<file path="src/rtl/hqm_aw_elastic_buffer_pkg.sv">
`default_nettype none
// ============================================================================
//  Module      : hqm_aw_elastic_buffer_pkg
//  Description : Shared status-field bit positions for elastic buffer hookups.
//  Revision    : 1.0
// ============================================================================
package hqm_aw_elastic_buffer_pkg;

    // Handshake fields sit directly above the DW-bit depth field of status.
    localparam int EB_ST_OUT_READY = 0;
    localparam int EB_ST_OUT_TAKEN = 1;
    localparam int EB_ST_OUT_STALL = 2;
    localparam int EB_ST_IN_TAKEN  = 3;
    localparam int EB_ST_IN_STALL  = 4;
    localparam int EB_ST_NUM_HS    = 5;

    function automatic int eb_status_bit(input int dw, input int field);
        return dw + field;
    endfunction

endpackage
`default_nettype wire

</file>
<file path="src/rtl/hqm_aw_elastic_buffer.sv">
`default_nettype none
// ============================================================================
//  Module      : hqm_aw_elastic_buffer
//  Description : Parametrised valid/ready elastic buffer with watermark,
//                flush and peak-occupancy monitor.
//  Revision    : 1.0
// ============================================================================
module hqm_aw_elastic_buffer
    import hqm_aw_elastic_buffer_pkg::*;
#(
    parameter int WIDTH          = 32,
    parameter int DEPTH          = 4,
    parameter int IN_READY_WIDTH = 1,
    parameter int RESET_DATAPATH = 0,
    localparam int DW            = $clog2(DEPTH + 1),
    localparam int PW            = ($clog2(DEPTH) > 1) ? $clog2(DEPTH) : 1
) (
    input  logic                      clk,
    input  logic                      rst_n,
    output logic [IN_READY_WIDTH-1:0] in_ready,
    input  logic                      in_valid,
    input  logic [WIDTH-1:0]          in_data,
    input  logic                      out_ready,
    output logic                      out_valid,
    output logic [WIDTH-1:0]          out_data,
    input  logic [DW-1:0]             cfg_hwm,
    input  logic                      flush,
    input  logic                      clr_peak,
    output logic [EB_ST_NUM_HS+DW-1:0] status,
    output logic [DW-1:0]             peak_depth
);

    localparam logic [DW-1:0] C_DEPTH    = DW'(DEPTH);
    localparam logic [PW-1:0] C_LAST_PTR = PW'(DEPTH - 1);

    logic [IN_READY_WIDTH-1:0] in_ready_q, in_ready_d;
    logic [DW-1:0]             depth_q, depth_d;
    logic [DW-1:0]             peak_q, peak_d;
    logic [PW-1:0]             wp_q, wp_d;
    logic [PW-1:0]             rp_q, rp_d;
    logic [EB_ST_NUM_HS-1:0]   st_hs_q, st_hs_d;
    logic [DW-1:0]             hwm_eff;
    logic [DEPTH*WIDTH-1:0]    data_q;
    logic [DEPTH-1:0]          entry_we;
    logic                      in_taken, in_stall, out_taken, out_stall;

    assign out_valid  = (depth_q != '0);
    assign in_ready   = in_ready_q;
    assign peak_depth = peak_q;
    assign status     = {st_hs_q, depth_q};

    always_comb begin
        in_taken  = in_valid & in_ready_q[0];
        in_stall  = in_valid & ~in_ready_q[0];
        out_taken = out_valid & out_ready;
        out_stall = out_valid & ~out_ready;

        hwm_eff = ((cfg_hwm == '0) || (cfg_hwm > C_DEPTH)) ? C_DEPTH : cfg_hwm;

        depth_d = depth_q;
        wp_d    = wp_q;
        rp_d    = rp_q;
        if (flush) begin
            depth_d = '0;
            wp_d    = '0;
            rp_d    = '0;
        end else begin
            if (in_taken && !out_taken) begin
                depth_d = depth_q + DW'(1);
            end else if (out_taken && !in_taken) begin
                depth_d = depth_q - DW'(1);
            end
            if (in_taken) begin
                wp_d = (wp_q == C_LAST_PTR) ? '0 : wp_q + PW'(1);
            end
            if (out_taken) begin
                rp_d = (rp_q == C_LAST_PTR) ? '0 : rp_q + PW'(1);
            end
        end

        in_ready_d = {IN_READY_WIDTH{depth_d < hwm_eff}};
        // Clearing the peak restarts tracking from the occupancy we are moving to.
        peak_d     = (clr_peak || (depth_d > peak_q)) ? depth_d : peak_q;
        st_hs_d    = {in_stall, in_taken, out_stall, out_taken, out_ready};
    end

    always_ff @(posedge clk or negedge rst_n) begin
        if (!rst_n) begin
            in_ready_q <= '1;
            depth_q    <= '0;
            peak_q     <= '0;
            wp_q       <= '0;
            rp_q       <= '0;
            st_hs_q    <= '0;
        end else begin
            in_ready_q <= in_ready_d;
            depth_q    <= depth_d;
            peak_q     <= peak_d;
            wp_q       <= wp_d;
            rp_q       <= rp_d;
            st_hs_q    <= st_hs_d;
        end
    end

    for (genvar i = 0; i < DEPTH; i++) begin : g_entry
        logic [WIDTH-1:0] ent_q;

        assign entry_we[i] = in_taken & ~flush & (wp_q == PW'(i));
        assign data_q[i*WIDTH +: WIDTH] = ent_q;

        if (RESET_DATAPATH != 0) begin : g_rst
            always_ff @(posedge clk or negedge rst_n) begin
                if (!rst_n) begin
                    ent_q <= '0;
                end else if (entry_we[i]) begin
                    ent_q <= in_data;
                end
            end
        end else begin : g_norst
            always_ff @(posedge clk) begin
                if (entry_we[i]) begin
                    ent_q <= in_data;
                end
            end
        end
    end

    always_comb begin
        out_data = '0;
        for (int i = 0; i < DEPTH; i++) begin
            if (rp_q == PW'(i)) begin
                out_data = data_q[i*WIDTH +: WIDTH];
            end
        end
    end

endmodule
`default_nettype wire

</file>
<file path="config.mk">
export PLATFORM = sky130hd
export DESIGN_NAME = hqm_aw_elastic_buffer
export DESIGN_NICKNAME = d
export VERILOG_FILES = /design/src/rtl/hqm_aw_elastic_buffer_pkg.sv /design/src/rtl/hqm_aw_elastic_buffer.sv
export SDC_FILE = /design/constraint.sdc
export NUM_CORES = 1
export LEC_CHECK = 0
export BUFFER_PORTS_ARGS = -buffer_cell sky130_fd_sc_hd__clkbuf_2
export CORE_MARGIN = 5
export CORE_UTILIZATION = 57
export DETAILED_ROUTE_END_ITERATION = 12
export GPL_TIMING_DRIVEN = 1
export PLACE_DENSITY = 0.8
export SLEW_MARGIN = 20
export SYNTH_ARGS = -nofsm -noshare
export SYNTH_HDL_FRONTEND = slang
export SYNTH_SLANG_ARGS = --single-unit
</file>
<file path="constraint.sdc">
create_clock -name clk -period 4.8 [get_ports clk]
set_input_delay 0.24 -clock clk [delete_from_list [all_inputs] [get_ports clk]]
set_output_delay 0.24 -clock clk [all_outputs]
set_load 0.01 [all_outputs]
</file>
# After elaboration in Yosys (flattened, before gate mapping)
# Cells that the tools add are included.
# word_totals
ff_bits	144
output_inout_bits	45
word_cells	61
# op_classes
add_sub_neg	4
n_lt_le_gt_ge	3
n_eq_ne	6
mux	14
n_bitwise	12
reduce_logical	12
# op_table
operator	count
$mux 32	4
$mux 2	6
$mux 3	4
$and 1x1->1	9
$eq 2x2->1 const B	4
$add 2x1->2 const B	2
$eq 2x1->1 const B	2
$logic_not 2->1	2
$reduce_bool 2->1	2
$add 3x1->3 const B	1
$gt 3x3->1	1
$gt 3x3->1 const B	1
$logic_not 3->1	1
$lt 3x3->1	1
$not 1->1	3
$reduce_bool 3->1	1
$sub 3x1->3 const B	1
$logic_and 1x1->1	2
$logic_not 1->1	2
$logic_or 1x1->1	2

# Depth between registers and ports, before layout
# Gate-level depths: netlist (run 1).
# logic_depth
word_depth	8
mapped_depth	13
depth_no_buf	13

# Least setup slack after synthesis (run 1)
# Ideal clock, no wire load.
# synth_path
path_kind	reg2reg
from	register in_ready_q, in the netlist in_ready
to	register g_entry[0].ent_q[0] (enable)
setup_ns	0.468
arrival_time_ns	3.325
slack_ns	1.007
path_stages_with_launch	4
path_buffers	1
synth_period_minus_slack_ns	3.793
path_cell_list	dfstp_2 -> nand2_1 -> clkbuf_1 -> nor3b_1
# synth_between
elab_chain_len	3
# synth_lines
item	line	text
start: declaration	hqm_aw_elastic_buffer.sv:36	logic [IN_READY_WIDTH-1:0] in_ready_q, in_ready_d;
start signal: assignment	hqm_aw_elastic_buffer.sv:96	in_ready_q <= in_ready_d;
$and 1x1->1	hqm_aw_elastic_buffer.sv:53	in_taken = in_valid & in_ready_q[0];
$and 1x1->1 (2 in series)	hqm_aw_elastic_buffer.sv:108	assign entry_we[i] = in_taken & ~flush & (wp_q == PW'(i));
named net entry_we[0]	hqm_aw_elastic_buffer.sv:44	logic [DEPTH-1:0] entry_we;
end signal: assignment	hqm_aw_elastic_buffer.sv:122	ent_q <= in_data;
end: declaration	hqm_aw_elastic_buffer.sv:106	logic [WIDTH-1:0] ent_q;
# The timed path passes the listed nets, and every way through them passes these cells.
# A chain may end at the register's enable or synchronous reset.

# Final worst setup path (run 1)
# layout_path
from	register in_ready_q, in the netlist in_ready
to	register peak_q[0], in the netlist peak_depth[0]
# layout_between
elab_chain_len	8
# layout_lines
item	line	text
$and 1x1->1 *	hqm_aw_elastic_buffer.sv:53	
$logic_not 1->1	hqm_aw_elastic_buffer.sv:70	end else if (out_taken && !in_taken) begin
$logic_and 1x1->1	hqm_aw_elastic_buffer.sv:70	
$mux 3	hqm_aw_elastic_buffer.sv:70	
$mux 3 *	hqm_aw_elastic_buffer.sv:68	if (in_taken && !out_taken) begin
$mux 3 *	hqm_aw_elastic_buffer.sv:63	if (flush) begin
named net depth_d[1]	hqm_aw_elastic_buffer.sv:37	logic [DW-1:0] depth_q, depth_d;
$gt 3x3->1 *	hqm_aw_elastic_buffer.sv:83	peak_d = (clr_peak || (depth_d > peak_q)) ? depth_d : peak_q;
$logic_or 1x1->1 *	hqm_aw_elastic_buffer.sv:83	
end signal: assignment	hqm_aw_elastic_buffer.sv:98	peak_q <= peak_d;
end: declaration	hqm_aw_elastic_buffer.sv:38	logic [DW-1:0] peak_q, peak_d;
# Mark *: on every way through the listed nets, which the timed path passes. The rest lies on a longest branch.

==> results of run 1 <==
[sequential cells by signal, indices dropped and copies added (netlist names)]
signal         cells
depth_q            3
g_entry.ent_q    128
in_ready           1
peak_depth         3
rp_q               2
st_hs_q            5
wp_q               2
[final timing paths]
check | slack, ps | cells after the start | endpoint
min reg2reg | 530 | 1 | st_hs_q[4]
max reg2reg | 1570 | 9 | peak_depth[0]
min in group asynchronous | 200 | 2 | wp_q[1]
max in group asynchronous | 4280 | 2 | in_ready
max | 1570 | 9 | peak_depth[0]
min | 120 | 3 | in_ready
[cell usage after synthesis, types with 2 or more instances]
master,count
nand2_1,67
inv_1,12
nor3b_1,4
dfrtp_1,15
nand2b_1,2
nor3_1,3
buf_1,3
clkbuf_1,23
edfxtp_1,128
nand3_1,3
ha_1,17
mux2_2,3
xnor2_1,2
a21oi_1,71
nor2_1,5
o21ai_0,35
nand3b_1,32
nor2b_1,3
[logic make-up (layout without fill, tap and decap cells)]
kind of cell    count (synthesis)  after routing
compound gates                109            109
buf+inv                        39            171
mux                             3              3
flops                         144            144
fa+ha+maj                      18             18
simple gates                  125            125
xor+xnor                        2              2
[power breakdown]
group | total, mW | internal (mW) | switching (mW)
Combinational | 1.18 | 0.487 | 0.698
Clock | 1.32 | 0.842 | 0.481
Sequential | 1.51 | 1.47 | 0.0463
[worst register-to-register path, stage by stage (launching register included)]
cell      delay (ps)
dfstp_2          550
nand2_1          340
maj3_2           460
a221oi_2         420
ha_1             320
nor2b_1          140
o21ai_0          150
nand2b_1          90
a21oi_1          270
mux2_2           380
[layer usage]
layer | up-vias | share of wire, %
li1 | 1847 | -
met1 | 1892 | 43
met2 | 94 | 51
met3 | 18 | 4.9
met4 | 0 | 1.3
met5 | - | 0
[stage by stage]
step                      hold slack (ps)  cell area, sq um  std cells  setup slack (ps)  total power [mW]
after floorplan                     -55.6              5890        440              1010              2.29
after global placement                172              6460        641              1780              2.63
after detailed placement              181              6460        641              1590              2.69
after CTS                             103              7420        708              1540              4.04
after global routing                  122              7430        708              1330              4.24
final                                 119              7430        708              1570              4.02
[final cells by class]
cell class	count	area (sq um)	area share [%]
multi-input combinational	257	1530	20.6
clock buffer	18	418	5.63
clock inverter	14	190	2.56
sequential	144	4250	57.2
inverter	13	51.3	0.691
timing repair buffer	126	821	11.0
tap	136	170	2.29
==> flow_metrics.py, run 1 <==
metrics = {
    "global_routing": {
        "grt_util_all_layers_pct": 19.5,
        "grt_max_degree": 66,
        "grt_pass1_vias": 3884,
        "antenna_found_initial": 0,
        "grt_overflow_total": 0,
        "grt_pass1_wl_mm": 19.1,
        "grt_use_met2_pct": 32.9,
        "busiest_layer": "met2",
        "globalRouteMet1Util_pct": 24.3,
        "grtUsageMet3_pct": 5.54,
    },
    "floorplan": {
        "num_io_pins": 86,
        "core_sq_mm": 0.0102,
        "dieArea_sq_mm": 0.0125,
        "die_w_um": 112,
        "chipHeight_um": 112,
        "start_util_pct": 57.8,
        "rows": 37,
    },
    "power_and_ir_drop": {
        "vdd_drop_max_mv": 0.331,
        "power.leakage_nw": 2.73,
        "powerDensity_mw_per_mm2": 541,
    },
    "sta": {
        "post-route-period-util_pct": 67.4,
        "timing.final.crit_period_ps": 3230,
        "fmax_mhz": 309,
        "setup_tns_ps": 0,
        "grt_setup_unrepaired": "no",
        "finalSetupViolCount": 0,
        "drv_slew": 0,
        "skew_ps": 4.82,
        "worstMarginPinSlew_ps": 1060,
        "hold_viol_final": 0,
        "max-slew-margin-rel_pct": 29.4,
    },
    "yosys": {
        "synth_top_area_share_pct": 65.3,
        "synth_flop_cell": "edfxtp_1",
        "ys_seq_area_share_pct": 72.1,
        "synthMuxAreaShare_pct": 0.574,
        "postSynthCellCount": 440,
        "synth.area.top_cells": "edfxtp_1, dfrtp_1, a21oi_1",
        "synth_top_family_by_area": "simple AND/OR/NAND/NOR gates",
        "syn_area_per_cell_sq_um": 13.4,
        "yosysUniqueCellTypes": 30,
        "synth-simple-area-share_pct": 11.2,
        "synth-adder-area-share_pct": 3.80,
        "synth_edf_count": 128,
        "synth-xor-area-share_pct": 0.297,
        "async_flop_share_pct": 11.1,
        "ys_seq_elements": 144,
        "ys_warn_count": 0,
        "syn_nets": 498,
        "synth-compound-area-share_pct": 9.54,
        "syn_area_sq_mm": 0.00589,
        "yosysTopAreaCell": "edfxtp_1",
    },
    "final_layout": {
        "mostFrequentLayoutCell": "edfxtp_1",
        "antenna_cells": 0,
        "utilization_pct": 72.9,
        "layout_common_cells": "edfxtp_1, clkbuf_2, a21oi_1",
        "fillers": 636,
        "drive_gt1_share_pct": 24.1,
        "syn2layout_area_growth_pct": 26.1,
        "fin_nets": 617,
    },
    "drt": {
        "first_iter_violations": 276,
        "drc_errors": 0,
        "drtPass1Iterations": 4,
        "routed_wl_mm": 11.8,
        "vias": 3851,
        "drt.antenna.violating_nets": 0,
        "routed_via_density": 5.44,
        "wl_per_cell_um": 16.7,
    },
    "critical_path": {
        "startpoint_type": "flip-flop",
        "r2r_start": "in_ready",
        "cp-end-kind": "flip-flop",
        "max_stage_delay_ps": 550,
        "crit_required_ps": 5200,
        "crit_family": "compound AO/OA/AOI/OAI gates",
        "slowest_stage": "dfstp_2",
        "crit_fanout": 14,
        "crit_buf_inv": 0,
        "crit_path_cell_trace": "nand2_1 > maj3_2 > a221oi_2 > ha_1 > nor2b_1 > o21ai_0 > nand2b_1 > a21oi_1 > mux2_2",
        "path_class": "flip-flop to flip-flop",
        "worstPathArrival_ps": 3630,
        "cp-startpoint": "in_ready",
    },
    "cts": {
        "clockBufferDepth": 2,
        "cts_hold_buffers": 35,
        "cts_max_level": 4,
        "post_cts_buffers": 0,
        "post_cts_resized": 0,
        "clk_latency_ps": 510,
        "cts_sinks": 144,
        "cts.clk_slew.worst_paths_ps": 60,
        "cts-buffers-inserted": 17,
        "clock-root-buffer": "clkbuf_8",
        "cts_tree": "built",
    },
    "placement": {
        "gp_congestion": 0.799,
        "hpwl_mm": 6.33,
        "portBuffers": 85,
    },
    "status": {
        "status": "finished clean",
    },
    "min_path": {
        "min_from": "cfg_hwm[0]",
        "hold_path.class": "primary input to flip-flop",
    },
    "run": {
        "max_cap_violations": 0,
    },
}
(Power assumes the default switching activity.)
==> inputs of run 2 (changes only) <==
--- a/config.mk
+++ b/config.mk
@@ -5,12 +5,13 @@
 export SDC_FILE = /design/constraint.sdc
 export NUM_CORES = 1
 export LEC_CHECK = 0
+export ABC_AREA = 1
 export BUFFER_PORTS_ARGS = -buffer_cell sky130_fd_sc_hd__clkbuf_2
 export CORE_MARGIN = 5
-export CORE_UTILIZATION = 57
+export CORE_UTILIZATION = 51
 export DETAILED_ROUTE_END_ITERATION = 12
 export GPL_TIMING_DRIVEN = 1
-export PLACE_DENSITY = 0.8
+export PLACE_DENSITY = 0.75
 export SLEW_MARGIN = 20
 export SYNTH_ARGS = -nofsm -noshare
 export SYNTH_HDL_FRONTEND = slang
==> constraint.sdc (replaced) <==
create_clock -name clk -period 2.7 [get_ports clk]
set_input_delay 0.135 -clock clk [delete_from_list [all_inputs] [get_ports clk]]
set_output_delay 0.135 -clock clk [all_outputs]
set_load 0.01 [all_outputs]
==> run 2 against run 1 <==
  * Synthesized cell count increased by 5.0%
  * Worst setup slack got worse by 1400 ps
  * Fmax increased by 29%
  * Critical endpoint is now peak_depth[2]
  * Clock power increased by 88%
  * First-iteration DRC count decreased by 21%
  * Combinational power increased by 110%
  * Core utilization decreased by 6.4 points
  * Sequential share of layout area decreased by 1.3 points
  * Highest routed layer unchanged
  * Via count increased by 4.1%
==> flow_metrics.py, run 2 <==
metrics = {
    "status": {
        "status": "finished clean",
    },
    "sta": {
        "hold_ws_ps": 19.7,
        "grt_setup_unrepaired": "no",
        "skew_ps": 6.94,
        "drv_slew": 0,
        "setup_tns_ps": 0,
        "post-route-period-util_pct": 92.5,
        "max-slew-margin-rel_pct": 64.9,
        "timing.final.crit_period_ps": 2500,
        "fmax_mhz": 400,
        "finalSetupViolCount": 0,
        "worstMarginPinSlew_ps": 526,
        "hold_viol_final": 0,
    },
    "yosys": {
        "yosysTopAreaCell": "edfxtp_1",
        "yosysUniqueCellTypes": 30,
        "synth.area.top_cells": "edfxtp_1, dfrtp_1, a21oi_1",
        "synth_flop_cell": "edfxtp_1",
        "async_flop_share_pct": 11.1,
        "ys_seq_elements": 144,
        "synth_top_area_share_pct": 64.6,
        "syn_area_sq_mm": 0.00595,
        "yosysMostFrequentCell": "edfxtp_1",
        "postSynthCellCount": 462,
        "synth_commonest_cells": "edfxtp_1, nand2_1, a21oi_1",
        "synth_edf_count": 128,
        "syn_nets": 520,
        "ys_seq_area_share_pct": 71.4,
        "ys_warn_count": 0,
        "syn_area_per_cell_sq_um": 12.9,
    },
    "power_and_ir_drop": {
        "pwr-share-clk_pct": 32.3,
        "power.leakage_nw": 3.13,
        "swShare_pct": 31.7,
        "vdd_drop_max_mv": 0.505,
        "seqPwrFrac_pct": 35.2,
        "pwr-share-comb_pct": 32.5,
        "intPower_mw": 5.23,
        "powerDensity_mw_per_mm2": 1010,
        "p_sw_mw": 2.43,
    },
    "critical_path": {
        "crit_required_ps": 3000,
        "regToRegSetupSlack_ps": 200,
        "cp-end-kind": "flip-flop",
        "crit_fanout": 6,
        "rr_worst_depth": 14,
        "path_class": "flip-flop to flip-flop",
        "worstPathArrival_ps": 2800,
        "startpoint_type": "flip-flop",
    },
    "drt": {
        "drt.antenna.violating_nets": 0,
        "drtPass1Iterations": 5,
        "routed_via_density": 5.33,
        "wl_per_cell_um": 17.1,
        "drc_errors": 0,
        "vias": 4010,
        "routed_wl_mm": 12.9,
        "first_iter_violations": 218,
    },
    "final_layout": {
        "layout_common_cells": "edfxtp_1, clkbuf_2, nand2_1",
        "seq_area_sq_mm": 0.00425,
        "largest_register": "g_entry.ent_q",
        "mostFrequentLayoutCell": "edfxtp_1",
        "fin_nets": 654,
        "largest_reg_flops": 128,
        "fillers": 850,
        "multi_input_area_sq_mm": 0.00154,
        "fin_cells": 752,
        "antenna_cells": 0,
        "syn2layout_area_growth_pct": 27.8,
        "reg.largest.list": "g_entry.ent_q (128), st_hs_q (5)",
        "drive_gt1_share_pct": 24.6,
    },
    "run": {
        "max_cap_violations": 0,
    },
    "global_routing": {
        "grt_pass1_vias": 4126,
        "antenna_found_initial": 0,
        "grt_max_degree": 43,
        "grt_util_all_layers_pct": 18.6,
        "grt_pass1_wl_mm": 20.5,
        "grt_overflow_total": 0,
    },
    "cts": {
        "cts-buffers-inserted": 17,
        "cts_max_level": 4,
        "cts_sinks": 144,
        "clock-root-buffer": "clkbuf_16",
        "clockBufferDepth": 2,
        "cts_tree": "built",
        "clk_latency_ps": 400,
        "cts.clk_slew.worst_paths_ps": 60,
    },
    "floorplan": {
        "rows": 39,
        "start_util_pct": 52.1,
        "num_io_pins": 86,
        "chipHeight_um": 118,
        "dieArea_sq_mm": 0.0139,
        "core_sq_mm": 0.0114,
        "die_w_um": 118,
    },
    "placement": {
        "place_inst": 684,
        "portBuffers": 85,
        "gp_congestion": 0.751,
        "hpwl_mm": 7.66,
    },
    "min_path": {
        "hold_depth": 5,
        "hold_path.class": "primary input to flip-flop",
    },
}
## run 2: cell types whose count changed after synthesis, sizes merged, moves of 11 or more
cell / before / now
o21ai: 35 / 8
clkbuf: 23 / 7
inv: 13 / 28
nand3b: 32 / 1
buf: 3 / 14
a21o: 0 / 33
nand2: 68 / 87
nor2: 5 / 39
## run 2: critical path, cell delays in order (launching register included)
cell and delay [ps]:
dfrtp_1 380, inv_1 100, ha_1 260, nand2_4 120, nand2_4 60, nand2_4 80
inv_2 40, o21ai_1 190, a21oi_2 110, ha_1 320, a21oi_1 120, o21ai_0 130
a21oi_2 290, nand3b_1 150, nand2_1 50
## run 2: final timing paths
path                                 start            end
worst min register to register    in_ready     st_hs_q[4]
worst max-delay path            depth_q[0]  peak_depth[2]
min in group asynchronous            rst_n  peak_depth[2]
max in group asynchronous            rst_n       in_ready
worst max register to register  depth_q[0]  peak_depth[2]
worst min-delay path            cfg_hwm[0]       in_ready
## run 2: timing repair
item / CTS / global route
setup buffers: 0 / 0
gates resized for setup: 0 / 3
hold buffers: 35 / 0
setup endpoints to repair: 0 / 5
endpoints found under the hold margin: 146 / 0
## run 2: through the flow
stage / total power, mW / cell area (sq um) / setup slack [ps] / util (%)
2_1_floorplan: 4.33 / 5950 / 18.2 / -
3_3_place_gp: 5.05 / 6590 / 181 / 57.7
3_5_place_dp: 5.13 / 6590 / 86.5 / 57.7
4_1_cts: 7.66 / 7570 / 73.1 / 66.3
5_1_grt: 8.10 / 7600 / 0.220 / 66.6
6_report: 7.66 / 7600 / 202 / 66.6
## run 2: cell type report
cell class / instances / area share (%)
clock buffers: 21 / 5.80
clock inverters: 11 / 2.45
inverters: 29 / 1.43
multi-input cells: 269 / 20.3
flip-flops and latches: 144 / 55.9
well taps: 143 / 2.35
repair buffers: 135 / 11.9
## run 2: power by group through the flow
stage	Combinational, mW	Sequential (mW)	Clock, mW
after detailed placement	2.39	2.74	0
after global placement	2.32	2.73	0
final	2.49	2.69	2.48
after floorplan	1.57	2.76	0
after global routing	2.77	2.71	2.62
after CTS	2.45	2.69	2.51
## run 2: routing by layer
metal / vias up / routed length [um] / share of wire (%) / global-route usage, %
li1: 1892 / - / - / -
met4: 0 / 107 / 0.83 / 6.52
met2: 130 / 6670 / 52 / 32.5
met1: 1976 / 5460 / 42 / 22.2
met3: 12 / 635 / 4.9 / 4.95
met5: - / 0 / 0 / 0
## run 2: kinds of logic after synthesis
| kind of cell | count (synthesis) | synth area share (%) |
|---|---|---|
| DFF | 144 | 71.4 |
| xor gates and xnor gates | 1 | 0.147 |
| and+or+nand+nor | 138 | 10.1 |
| buffers and inverters | 50 | 3.83 |
| adders and majority gates | 17 | 3.58 |
| AOI/OAI and AO/OA | 112 | 11.0 |
